[src/rtl/drum_motor_controller_if.sv]
// Run request, target rpm and mode from the wash FSM; registered drive commands and status back.
interface drum_motor_controller_if;
  logic        enable;
  logic [10:0] target_speed;
  logic        agitate;
  logic        estop;
  logic [10:0] motor_speed;
  logic        motor_dir;
  logic        motor_on;
  logic        at_speed;
  logic        stopped;

  modport master (
    output enable, target_speed, agitate, estop,
    input  motor_speed, motor_dir, motor_on, at_speed, stopped
  );

  modport slave (
    input  enable, target_speed, agitate, estop,
    output motor_speed, motor_dir, motor_on, at_speed, stopped
  );
endinterface

[src/rtl/drum_motor_controller.sv]
// Washer drum motor speed ramp / agitation reversal controller.
// Speed moves one RAMP_STEP per tick (TICK_DIV clk); estop drops speed to 0 at the next edge.
module drum_motor_controller #(
  parameter logic [15:0] TICK_DIV         = 16'd4,
  parameter logic [10:0] RAMP_STEP        = 11'd20,
  parameter logic [10:0] MAX_SPEED        = 11'd1600,
  parameter logic [7:0]  AGIT_ON_TICKS    = 8'd3,
  parameter logic [7:0]  AGIT_PAUSE_TICKS = 8'd2
) (
  input  logic                     clk,
  input  logic                     reset,
  drum_motor_controller_if.slave   bus
);

  typedef enum logic [2:0] {
    ST_STOPPED   = 3'd0,
    ST_RAMP_UP   = 3'd1,
    ST_RUN       = 3'd2,
    ST_RAMP_DOWN = 3'd3,
    ST_REV_PAUSE = 3'd4
  } state_t;

  state_t      r_state, w_state_nxt;
  logic [15:0] r_presc, w_presc_nxt;
  logic [10:0] r_speed, w_speed_nxt;
  logic        r_dir, w_dir_nxt;
  logic        r_rev, w_rev_nxt;
  logic [7:0]  r_stroke, w_stroke_nxt;
  logic [7:0]  r_pause, w_pause_nxt;

  logic [10:0] w_eff;
  logic        w_tick;
  logic [11:0] w_sum;
  logic [10:0] w_up;
  logic [10:0] w_dn;
  logic [10:0] w_trk;
  logic [10:0] w_up_now;
  logic [10:0] w_dn_now;
  logic        w_stroke_done;
  logic        w_pause_done;

  assign w_eff  = (bus.target_speed > MAX_SPEED) ? MAX_SPEED : bus.target_speed;
  assign w_tick = (r_state != ST_STOPPED) && (r_presc == TICK_DIV - 16'd1);

  // 12-bit sum so speed + step never wraps before the clamp.
  assign w_sum    = {1'b0, r_speed} + {1'b0, RAMP_STEP};
  assign w_up     = (w_sum > {1'b0, w_eff}) ? w_eff : w_sum[10:0];
  assign w_dn     = (r_speed > RAMP_STEP) ? (r_speed - RAMP_STEP) : 11'd0;
  assign w_trk    = (r_speed < w_eff) ? w_up :
                    ((r_speed - w_eff) > RAMP_STEP) ? w_dn : w_eff;
  assign w_up_now = w_tick ? w_up : r_speed;
  assign w_dn_now = w_tick ? w_dn : r_speed;

  assign w_stroke_done = ({1'b0, r_stroke} + 9'd1) >= {1'b0, AGIT_ON_TICKS};
  assign w_pause_done  = ({1'b0, r_pause} + 9'd1) >= {1'b0, AGIT_PAUSE_TICKS};

  always_comb begin
    w_state_nxt  = r_state;
    w_speed_nxt  = r_speed;
    w_dir_nxt    = r_dir;
    w_rev_nxt    = r_rev;
    w_stroke_nxt = 8'd0;
    w_pause_nxt  = 8'd0;
    w_presc_nxt  = 16'd0;

    if (bus.estop) begin
      w_state_nxt = ST_STOPPED;
      w_speed_nxt = 11'd0;
      w_rev_nxt   = 1'b0;
    end else begin
      case (r_state)
        ST_STOPPED: begin
          w_speed_nxt = 11'd0;
          if (bus.enable && (w_eff != 11'd0))
            w_state_nxt = ST_RAMP_UP;
        end
        ST_RAMP_UP: begin
          w_speed_nxt = w_up_now;
          if (!bus.enable) begin
            w_state_nxt = ST_RAMP_DOWN;
            w_rev_nxt   = 1'b0;
          end else if (w_up_now == w_eff) begin
            w_state_nxt = ST_RUN;
          end
        end
        ST_RUN: begin
          if (w_tick)
            w_speed_nxt = w_trk;
          w_stroke_nxt = bus.agitate ? r_stroke : 8'd0;
          if (!bus.enable) begin
            w_state_nxt = ST_RAMP_DOWN;
            w_rev_nxt   = 1'b0;
          end else if (bus.agitate && w_tick) begin
            if (w_stroke_done) begin
              w_state_nxt = ST_RAMP_DOWN;
              w_rev_nxt   = 1'b1;
            end else begin
              w_stroke_nxt = r_stroke + 8'd1;
            end
          end
        end
        ST_RAMP_DOWN: begin
          w_speed_nxt = w_dn_now;
          // A reversal stroke must reach standstill before the direction flips.
          if (bus.enable && !r_rev)
            w_state_nxt = ST_RAMP_UP;
          else if (w_dn_now == 11'd0)
            w_state_nxt = r_rev ? ST_REV_PAUSE : ST_STOPPED;
        end
        ST_REV_PAUSE: begin
          w_speed_nxt = 11'd0;
          w_pause_nxt = r_pause;
          if (!bus.enable) begin
            w_state_nxt = ST_STOPPED;
            w_rev_nxt   = 1'b0;
          end else if (w_tick) begin
            if (w_pause_done) begin
              w_state_nxt = ST_RAMP_UP;
              w_dir_nxt   = ~r_dir;
              w_rev_nxt   = 1'b0;
            end else begin
              w_pause_nxt = r_pause + 8'd1;
            end
          end
        end
        default: begin
          w_state_nxt = ST_STOPPED;
          w_speed_nxt = 11'd0;
        end
      endcase
    end

    if (w_state_nxt != r_state) begin
      w_stroke_nxt = 8'd0;
      w_pause_nxt  = 8'd0;
    end

    if ((w_state_nxt != r_state) || (r_state == ST_STOPPED) || w_tick)
      w_presc_nxt = 16'd0;
    else
      w_presc_nxt = r_presc + 16'd1;
  end

  always_ff @(posedge clk or negedge reset) begin
    if (!reset) begin
      r_state  <= ST_STOPPED;
      r_presc  <= 16'd0;
      r_speed  <= 11'd0;
      r_dir    <= 1'b0;
      r_rev    <= 1'b0;
      r_stroke <= 8'd0;
      r_pause  <= 8'd0;
    end else begin
      r_state  <= w_state_nxt;
      r_presc  <= w_presc_nxt;
      r_speed  <= w_speed_nxt;
      r_dir    <= w_dir_nxt;
      r_rev    <= w_rev_nxt;
      r_stroke <= w_stroke_nxt;
      r_pause  <= w_pause_nxt;
    end
  end

  assign bus.motor_speed = r_speed;
  assign bus.motor_dir   = r_dir;
  assign bus.motor_on    = (r_state == ST_RAMP_UP) || (r_state == ST_RUN) ||
                           (r_state == ST_RAMP_DOWN);
  assign bus.at_speed    = (r_state == ST_RUN) && (r_speed == w_eff);
  assign bus.stopped     = (r_state == ST_STOPPED);

endmodule

[src/flat_wrapper.sv]
// flat-port wrapper written by rule: the top's interface ports become plain ports
module drum_motor_controller_flat 
#(
  parameter logic [15:0] TICK_DIV         = 16'd4,
  parameter logic [10:0] RAMP_STEP        = 11'd20,
  parameter logic [10:0] MAX_SPEED        = 11'd1600,
  parameter logic [7:0]  AGIT_ON_TICKS    = 8'd3,
  parameter logic [7:0]  AGIT_PAUSE_TICKS = 8'd2
)
  (clk, reset, bus_enable, bus_target_speed, bus_agitate, bus_estop, bus_motor_speed, bus_motor_dir, bus_motor_on, bus_at_speed, bus_stopped);
  drum_motor_controller_if bus_i ();
  input  logic clk;
  input  logic reset;
  input wire logic [$bits(bus_i.enable)-1:0] bus_enable;
  input wire logic [$bits(bus_i.target_speed)-1:0] bus_target_speed;
  input wire logic [$bits(bus_i.agitate)-1:0] bus_agitate;
  input wire logic [$bits(bus_i.estop)-1:0] bus_estop;
  output wire logic [$bits(bus_i.motor_speed)-1:0] bus_motor_speed;
  output wire logic [$bits(bus_i.motor_dir)-1:0] bus_motor_dir;
  output wire logic [$bits(bus_i.motor_on)-1:0] bus_motor_on;
  output wire logic [$bits(bus_i.at_speed)-1:0] bus_at_speed;
  output wire logic [$bits(bus_i.stopped)-1:0] bus_stopped;
  assign bus_i.enable = bus_enable;
  assign bus_i.target_speed = bus_target_speed;
  assign bus_i.agitate = bus_agitate;
  assign bus_i.estop = bus_estop;
  assign bus_motor_speed = bus_i.motor_speed;
  assign bus_motor_dir = bus_i.motor_dir;
  assign bus_motor_on = bus_i.motor_on;
  assign bus_at_speed = bus_i.at_speed;
  assign bus_stopped = bus_i.stopped;
  drum_motor_controller #(.TICK_DIV(TICK_DIV), .RAMP_STEP(RAMP_STEP), .MAX_SPEED(MAX_SPEED), .AGIT_ON_TICKS(AGIT_ON_TICKS), .AGIT_PAUSE_TICKS(AGIT_PAUSE_TICKS)) u_core (.clk(clk), .reset(reset), .bus(bus_i));
endmodule
[config.mk]
export PLATFORM = sky130hd
export DESIGN_NAME = drum_motor_controller_flat
export DESIGN_NICKNAME = d
export VERILOG_FILES = /design/src/rtl/drum_motor_controller_if.sv /design/src/rtl/drum_motor_controller.sv /design/src/flat_wrapper.sv
export SDC_FILE = /design/constraint.sdc
export NUM_CORES = 1
export LEC_CHECK = 0
export ABC_AREA = 1
export BUFFER_PORTS_ARGS = -buffer_cell sky130_fd_sc_hd__buf_2
export CORE_MARGIN = 5
export CORE_UTILIZATION = 45
export DETAILED_ROUTE_END_ITERATION = 12
export GPL_TIMING_DRIVEN = 0
export PLACE_DENSITY = 0.61
export SLEW_MARGIN = 40
export SYNTH_ARGS = -nofsm -noshare
export SYNTH_HDL_FRONTEND = slang
export SYNTH_SLANG_ARGS = --single-unit
export TNS_END_PERCENT = 1
[constraint.sdc]
create_clock -name clk -period 3.25 [get_ports clk]
set_input_delay 0.65 -clock clk [delete_from_list [all_inputs] [get_ports clk]]
set_output_delay 0.65 -clock clk [all_outputs]
set_load 0.01 [all_outputs]
### Word level (Yosys, flattened, before mapping)

Index checks and enable logic that the tools add are counted.
Widths: inputs -> output; s select.

* $lt $le $gt $ge: 7
* reductions and logical operators: 18
* bitwise gates (word level): 2
* add/sub/neg operators: 8
* divide/modulo/power cells: 0
* eq/ne operators: 17
* shift operators: 0
* multiply operators: 0
* muxes and demuxes: 47

Operator list (count)
* $mux 8: 13
* $mux 11: 9
* $mux 3: 13
* $pmux 11 s3: 1
* $eq 11x11->1: 2
* $gt 11x5->1 const B: 2
* $ne 4x3->1 const B: 5
* $add 8x1->9 const B: 2
* $ge 9x2->1 const B: 2
* $add 16x1->16 const B: 1
* $add 8x1->8 const B: 2
* $eq 16x2->1 const B: 1
* $mux 16: 1
* $pmux 3 s5: 1
* $add 11x5->12 const B: 1
* $gt 12x11->1: 1
* $gt 11x11->1 const B: 1
* $logic_not 11->1: 1
* $lt 11x11->1: 1
* $reduce_bool 11->1: 1
* $sub 11x11->11: 1
* $sub 11x5->11 const B: 1
* $mux 1: 8
* $eq 3x2->1 const B: 2
* 18 further kinds: 26

* RAM bits: 0
* bits in registers: 48
* memories: 0
* latch bits: 0
* ROM bits: 0
* logic and storage cells: 106
* output and inout port bits: 15

### Longest topological paths before layout

Gate-level depths: netlist (run 1).

* word-level depth: 14
* depth in mapped cells: 34
* depth with buffers taken out: 32

### Worst setup path after synthesis (run 1)

Ideal clock, no wire load.

* path type: input to register
* start: input bus_target_speed[1]
* end: register u_core.r_presc[6]
* arrival time: 3.664 ns
* cell stages on the path: 32
* slack: -0.537 ns
* cell sequence: inv_1 nand2_1 nor2_1 nand3_1 nand2_1 nand2_1 inv_1 ha_1 inv_1 fa_1 nand3_1 nand2_1 nand3_1 nand3_2 buf_4 nand3_1 nand3_1 nand2_1 nand2_1 nand2_1 nand3_1 nor2_1 nand3_1 nand2_1 nand2_1 nand2_1 nand2_1 nand2_1 nand2_1 nand3_4 buf_8 nor2_4

* cells in the longest elaborated chain, start to end: 14

Ends and longest elaborated chain
* start, declared: RTL line flat_wrapper.sv:15 `input wire logic [$bits(bus_i.target_speed)-1:0] bus_target_speed;`
* $gt 11x11->1: RTL line drum_motor_controller.sv:42 `assign w_eff = (bus.target_speed > MAX_SPEED) ? MAX_SPEED : bus.target_speed;`
* $mux 11 (*): RTL line drum_motor_controller.sv:42
* $gt 12x11->1: RTL line drum_motor_controller.sv:47 `assign w_up = (w_sum > {1'b0, w_eff}) ? w_eff : w_sum[10:0];`
* $mux 11: RTL line drum_motor_controller.sv:47
* $mux 11: RTL line drum_motor_controller.sv:51 `assign w_up_now = w_tick ? w_up : r_speed;`
* $eq 11x11->1: RTL line drum_motor_controller.sv:82 `end else if (w_up_now == w_eff) begin`
* $mux 3: RTL line drum_motor_controller.sv:82
* $mux 3: RTL line drum_motor_controller.sv:79 `if (!bus.enable) begin`
* $pmux 3 s5 (*): RTL line drum_motor_controller.sv:71 `case (r_state)`
* $mux 3 (*): RTL line drum_motor_controller.sv:66 `if (bus.estop) begin`
* $ne 3x3->1 (*): RTL line drum_motor_controller.sv:138 `if ((w_state_nxt != r_state) || (r_state == ST_STOPPED) || w_tick)`
* $logic_or 1x1->1 (*) (2 in a row): RTL line drum_motor_controller.sv:138
* $mux 16 (*): RTL line drum_motor_controller.sv:138
* via u_core.w_presc_nxt[6]: RTL line drum_motor_controller.sv:24 `logic [15:0] r_presc, w_presc_nxt;`
* end signal, assigned: RTL line drum_motor_controller.sv:155 `r_presc <= w_presc_nxt;`
* end, declared: RTL line drum_motor_controller.sv:24

Mark *: on every way through the listed nets, which the timed path passes. The rest lies on a longest branch.
A chain may end at the register's enable or synchronous reset.

### Worst setup path after layout (run 1)

* start: input bus_target_speed[7]
* end: register u_core.r_presc[14]

The elaborated chain is that of the path after synthesis.

==> run_results.csv, run 1 <==
group,metric,value,unit
detailed_routing,drtPass1Iterations,6,
sta,tightest_slew,0.691,ns
yosys,synth_edf_count,0,
critical_path,cp.required,3.46,ns
place,place_ws,-1.59,ns
place,io_buffers,30,
layout,multi_input_area,3860,µm²
layout,mostFrequentLayoutCell,"nand2_1",
pwr,max-vdd-ir-drop,0.000295,V
layout,fin_area,6650,µm²
critical_path,slowest_stage,"nand3_4",
place,dpl-instance-area,5340,µm²
detailed_routing,dr_total_vias,5608,
min_path,hp-class,"in2async",
yosys,ys_warn_count,0,
detailed_routing,totalWireLength,17500,µm
pwr,p_leak,0.00322,µW
detailed_routing,vias_per_cell,5.55,
sta,finalSetupTns,-25.20,ns
floorplanning,core,10800,µm²
layout,syn2layout_area_growth,33.4,%
yosys,synthArstFlopShare,100,%
yosys,synth_seq_area_share,24.1,%
place,gp_congestion,0.959,
place,hpwl,12100,µm
global_routing,grt_pass1_wl,26400,µm
sta,fin_crit,4.06,ns
sta,timing.final.ws_setup,-0.811,ns
detailed_routing,dr.first_iter.drc_count,455,
clock_network,cts_tree,"done",
clock_network,h-tree-depth,2,
clock_network,worst_skew_pair.late_latency,0.31,ns
layout,layout_common_cells,"nand2_1, inv_1, nand3_1",
sta,clock-skew-final,0.00723,ns
floorplanning,rows,38,
pwr,power_density,237,nW/µm²
detailed_routing,ant_nets,0,
critical_path,cpMostUsedCell,"nand2_1",
floorplanning,start_util,46.0,%
sta,finalHoldViolCount,0,
yosys,netlist_instances,777,
clock_network,clock_sinks,48,
clock_network,cts-root-buf,"clkbuf_8",
global_routing,grt_pass1_vias,5301,
global_routing,grt_max_degree,49,
layout,fill_cells,987,
yosys,synth_seq_cells,48,
critical_path,reg2reg_depth,33,
sta,setup_violations,39,
layout,drive_above_1_share,31.1,%
global_routing,grt_usage,25.4,%
clock_network,numCtsBuffers,5,
critical_path,worstSetupStartpointType,"primary input",
pwr,finalPower,1580,µW
floorplanning,dieArea,13300,µm²
yosys,syn-num-nets,822,
floorplanning,ios,31,
sta,period_share,125,%
detailed_routing,route.detailed.drc,0,
layout,seqCellArea,1210,µm²
yosys,synth.distinct_cells,45,
sta,slew_violations,0,
critical_path,path_class,"in2reg",
critical_path,crit_arrival,4.27,ns
critical_path,rr_startpoint,"u_core.bus.motor_speed[4]",
run,cap_violations,0,
yosys,syn-cell-area,4990,µm²
sta,fmaxAchievable,246,MHz
status,violations,"setup timing",
status,outcome,"complete, but fails checks",
critical_path,critPathMaxStageDelay,0.22,ns
sta,relSlewSlack,54.0,%
floorplanning,die_w,115,µm
critical_path,r2r_end,"u_core.r_presc[14]",
clock_network,path_clk_slew,0.09,ns
yosys,synth_top_flop_cell,"dfrtp_1",
global_routing,overflow,0,
clock_network,ctsLongestPathBuffers,2,
critical_path,cp_max_fo,8,
critical_path,end_kind,"register",
detailed_routing,route.detailed.wl_per_inst,17.3,µm
layout,fin_nets,914,
global_routing,antenna_found_initial,0,
layout,utilization,61.4,%
yosys,syn_area_per_cell,6.42,µm²
floorplanning,die_y,115,µm
sta,rsz0062_at_grt,"true",
critical_path,r2r_slack,-0.72,ns
layout,diodes,0,
-- through the flow --
stage	hold WS (ns)	instances
global placement	0.448	947
CTS	0.371	984
floorplan	0.354	777
global route	0.396	1010
finish	0.347	1010
detailed placement	0.466	947
-- per-layer routing --
| layer | up-vias | part of all wire (%) | GRT usage, % | wire, µm |
|---|---|---|---|---|
| met4 | 0 | 5.6 | 13.8 | 975 |
| met2 | 217 | 49 | 43.3 | 8650 |
| met1 | 2602 | 39 | 31.1 | 6880 |
| li1 | 2713 | - | - | - |
| met3 | 76 | 5.6 | 3.00 | 986 |
| met5 | - | 0 | 0 | 0 |
-- registers in the layout (all words and copies together), names as in the netlist --
name and count:
u_core.r_presc 16, u_core.bus.motor_speed 11, u_core.r_pause 8, u_core.r_stroke 8, u_core.r_state 3, u_core.bus.motor_dir 1
u_core.r_rev 1
-- kinds of logic (layout without fill, tap and decap cells) --
family / after synthesis / after routing / synth area share (%)
adders and majority gates: 29 / 29 / 7.43
and+or+nand+nor: 454 / 454 / 41.6
AOI/OAI and AO/OA: 85 / 85 / 10.4
xor gates and xnor gates: 34 / 34 / 5.97
DFF: 48 / 48 / 24.1
buffers and inverters: 127 / 220 / 10.5
-- worst max path at each step --
stage                                   start                 end  slack [ns]  cells after the start
floorplan                 bus_target_speed[1]  u_core.r_presc[14]       -0.38                     33
finish                    bus_target_speed[7]  u_core.r_presc[14]       -0.81                     37
detailed placement       bus_target_speed[10]  u_core.r_stroke[2]       -1.59                     26
global route        u_core.bus.motor_speed[4]  u_core.r_presc[14]       -1.02                     33
CTS                       bus_target_speed[4]  u_core.r_presc[14]       -0.72                     34
global placement         bus_target_speed[10]   u_core.r_presc[5]       -1.57                     27
-- cell usage after synthesis (2+ instances only) --
master | instances | area (µm²)
nand4_1 | 15 | 93.8
buf_4 | 3 | 22.5
o211ai_1 | 4 | 30.0
a211oi_1 | 2 | 15.0
nand3_2 | 3 | 30.0
nor2_4 | 12 | 135
xnor2_1 | 10 | 87.6
o21ai_1 | 3 | 15.0
nand3_1 | 95 | 475
inv_2 | 8 | 30.0
a21oi_1 | 29 | 145
buf_6 | 3 | 33.8
clkbuf_1 | 9 | 33.8
nor4_1 | 7 | 43.8
nand2_1 | 213 | 800
ha_1 | 28 | 350
dfrtp_1 | 48 | 1200
o21ai_0 | 23 | 115
nor3_1 | 14 | 70.1
o32ai_1 | 8 | 70.1
o21ai_2 | 5 | 43.8
o21bai_1 | 4 | 30.0
inv_1 | 99 | 372
nor2_2 | 5 | 31.3
clkinv_1 | 3 | 11.3
nand2_2 | 6 | 37.5
xor2_1 | 24 | 210
nor2_1 | 76 | 285
or2_2 | 2 | 12.5
-- final cells by class --
type	instances	area share, %
Sequential cell	48	18.2
Tap cell	140	2.63
Inverter	110	6.57
Timing Repair Buffer	85	10.9
Buffer	17	2.37
Multi-Input combinational cell	602	58.1
Clock inverter	2	0.245
Clock buffer	6	1.09
-- critical path: cells and delay by family --
family / cells / cell delay (ns)
buffers and inverters: 10 / 1.07
adder cells (fa/ha/maj): 1 / 0.20
AND/OR/NAND/NOR: 26 / 2.33
-- what timing repair did --
item | in CTS | in global routing
setup buffers | 27 | 25
pin swaps | 37 | 48
hold buffers | 0 | 0
resized for setup | 116 | 88
endpoints found under the setup margin | 39 | 39
cloned | 2 | 1
-- power by group --
part / internal [µW] / switching, µW / leakage [µW]
clock network: 153 / 216 / 0.0000414
logic: 231 / 360 / 0.00252
registers: 608 / 10.9 / 0.000659
total: 992 / 587 / 0.00322
Note: power is estimated with default switching activity, not from simulation.
==> inputs of run 2 (changes only) <==
--- a/config.mk
+++ b/config.mk
@@ -8,10 +8,10 @@
 export ABC_AREA = 1
 export BUFFER_PORTS_ARGS = -buffer_cell sky130_fd_sc_hd__buf_2
 export CORE_MARGIN = 5
-export CORE_UTILIZATION = 45
+export CORE_UTILIZATION = 50
 export DETAILED_ROUTE_END_ITERATION = 12
 export GPL_TIMING_DRIVEN = 0
-export PLACE_DENSITY = 0.61
+export PLACE_DENSITY = 0.67
 export SLEW_MARGIN = 40
 export SYNTH_ARGS = -nofsm -noshare
 export SYNTH_HDL_FRONTEND = slang
==> run 2 against run 1 <==
Against the previous run: the run still ends with setup timing left; core utilization rose by 2.9 points; flip-flop and latch count did not move; clock skew rose by 0.0089 ns; non-clock buffer count fell by 22; final area fell by 5.9%; register-to-register slack improved by 0.03 ns; critical path depth fell by 4; combinational power fell by 13%; total power rose by 4.9%; via count fell by 2.7%; cell count fell by 3.0%; critical endpoint is now u_core.r_presc[13]; largest cell class unchanged; highest routed layer unchanged.
==> run_results.csv, run 2 (synthesis gave the netlist of run 1 again) <==
group,metric,value,unit
layout,fin_nets,892,
critical_path,cpMostUsedCell,"nand2_2",
critical_path,r2r_end,"u_core.r_presc[13]",
place,io_buffers,30,
layout,layout_common_cells,"nand2_1, nand3_1, inv_1",
layout,largest_reg_flops,16,
sta,rsz0062_at_grt,"true",
layout,stdcell_count,980,
critical_path,critical_path_buf_inv_count,7,
clock_network,h-tree-depth,2,
place,gp_congestion,1.02,
sta,fin_crit,4.02,ns
global_routing,grt_usage,26.9,%
min_path,hp-class,"in2async",
sta,slew_violations,0,
sta,finalHoldViolCount,0,
status,outcome,"complete, but fails checks",
detailed_routing,route.detailed.drc,0,
clock_network,numCtsBuffers,5,
global_routing,grt_max_degree,49,
pwr,max-vdd-ir-drop,0.000237,V
critical_path,path_class,"in2reg",
detailed_routing,dr_total_vias,5459,
sta,period_share,124,%
place,dp_cells,940,
detailed_routing,route.detailed.wl_per_inst,16.5,µm
detailed_routing,totalWireLength,16200,µm
run,cap_violations,0,
critical_path,cp_max_fo,8,
pwr,pwr-share-clk,31.6,%
critical_path,crit_arrival,4.28,ns
critical_path,cp.required,3.51,ns
layout,syn2layout_area_growth,25.5,%
sta,fmaxAchievable,249,MHz
global_routing,grt_pass1_wl,25400,µm
floorplanning,core,9730,µm²
layout,regMostFlops,"u_core.r_presc",
place,place_ws,-1.49,ns
critical_path,slowest_stage,"ha_4",
floorplanning,die_y,110,µm
pwr,switching_share,33.7,%
sta,clock-skew-final,0.0161,ns
global_routing,antenna_found_initial,0,
clock_network,cts_hold_buf,0,
clock_network,ctsLongestPathBuffers,2,
critical_path,critPathMaxStageDelay,0.27,ns
global_routing,overflow,0,
global_routing,grt_pass1_vias,5187,
clock_network,path_clk_slew,0.10,ns
layout,fill_cells,898,
sta,finalSetupTns,-22.90,ns
clock_network,cts_tree,"done",
sta,timing.final.ws_setup,-0.766,ns
sta,setup_violations,39,
floorplanning,die_w,110,µm
layout,drive_above_1_share,25.0,%
pwr,p_comb_share,31.1,%
critical_path,r2r_slack,-0.69,ns
pwr,pwr-share-seq,37.4,%
sta,relSlewSlack,56.4,%
detailed_routing,vias_per_cell,5.57,
clock_network,clock_sinks,48,
pwr,switching_power,559,µW
critical_path,cp_top_family,"simple AND/OR/NAND/NOR gates",
sta,timing.hold.ws,0.343,ns
detailed_routing,dr.first_iter.drc_count,510,
pwr,power_density,265,nW/µm²
critical_path,worstSetupStartpointType,"primary input",
layout,diodes,0,
sta,tightest_slew,0.655,ns
clock_network,worst_skew_pair.late_latency,0.32,ns
floorplanning,rows,36,
pwr,p_leak,0.00309,µW
critical_path,end_kind,"register",
detailed_routing,ant_nets,0,
pwr,p_int,1100,µW
floorplanning,ios,31,
critical_path,reg2reg_depth,28,
critical_path,rr_startpoint,"u_core.bus.motor_speed[2]",
place,hpwl,11900,µm
status,violations,"setup timing",
floorplanning,start_util,51.2,%
detailed_routing,drtPass1Iterations,5,
clock_network,cts-root-buf,"clkbuf_8",
layout,mostFrequentLayoutCell,"nand2_1",
floorplanning,dieArea,12100,µm²
run 2: cell types whose count changed in the layout (fill, tap and decap cells not counted), moves of 5 or more:
cell,delta
buf_4,-16
nand3_1,+13
nand2_1,+11
nand3_2,-10
inv_2,-7
nand2_2,-6
inv_1,+5
nand2_4,-5
run 2: how the worst max path moves through the flow:
| stage | depth (start not counted) | to | slack, ns | from |
|---|---|---|---|---|
| final | 33 | u_core.r_presc[13] | -0.77 | bus_target_speed[3] |
| after global routing | 33 | u_core.r_presc[13] | -0.98 | bus_target_speed[3] |
| after CTS | 32 | u_core.r_presc[7] | -0.88 | bus_target_speed[7] |
| after detailed placement | 27 | u_core.r_stroke[0] | -1.49 | bus_target_speed[10] |
| after global placement | 27 | u_core.r_stroke[0] | -1.43 | bus_target_speed[10] |
| after floorplan | 33 | u_core.r_presc[14] | -0.38 | bus_target_speed[1] |
run 2: final cells by class:
cell class | instances | area [µm²] | share of cell area [%]
Buffer | 17 | 138 | 2.20
Clock buffer | 5 | 68.8 | 1.10
Clock inverter | 2 | 60.1 | 0.960
Inverter | 110 | 439 | 7.02
Multi-Input combinational cell | 602 | 3680 | 58.8
Sequential cell | 48 | 1210 | 19.3
Tap cell | 133 | 166 | 2.66
Timing Repair Buffer | 63 | 500 | 8.00
run 2: through the flow:
step                power, µW  cell area (µm²)  util, %
detailed placement       1020             5330     54.8
finish                   1660             6260     64.3
floorplan                 905             5010        -
global placement         1020             5330     54.7
CTS                      1570             5600     57.6
global route             1740             6260     64.3
run 2: repair_timing:
item | 4_1_cts | 5_1_grt
resized for setup | 35 | 110
pin swaps | 2 | 33
endpoints found under the setup margin | 39 | 39
cloned | 0 | 2
buffers inserted | 2 | 29
run 2: layer usage:
layer	GRT usage, %	vias to the layer above	routed length, µm	share of wire (%)
met5	0	-	0	0
met4	11.7	0	753	4.6
met1	33.8	2525	6430	40
met2	46.4	218	7990	49
li1	-	2664	-	-
met3	3.11	52	1020	6.3
run 2: power groups by stage:
stage                     clock network [µW]  logic, µW  registers [µW]
after CTS                                532        416             618
after global placement                     0        387             630
after detailed placement                   0        394             630
after floorplan                            0        277             628
after global routing                     555        560             620
final                                    523        514             619
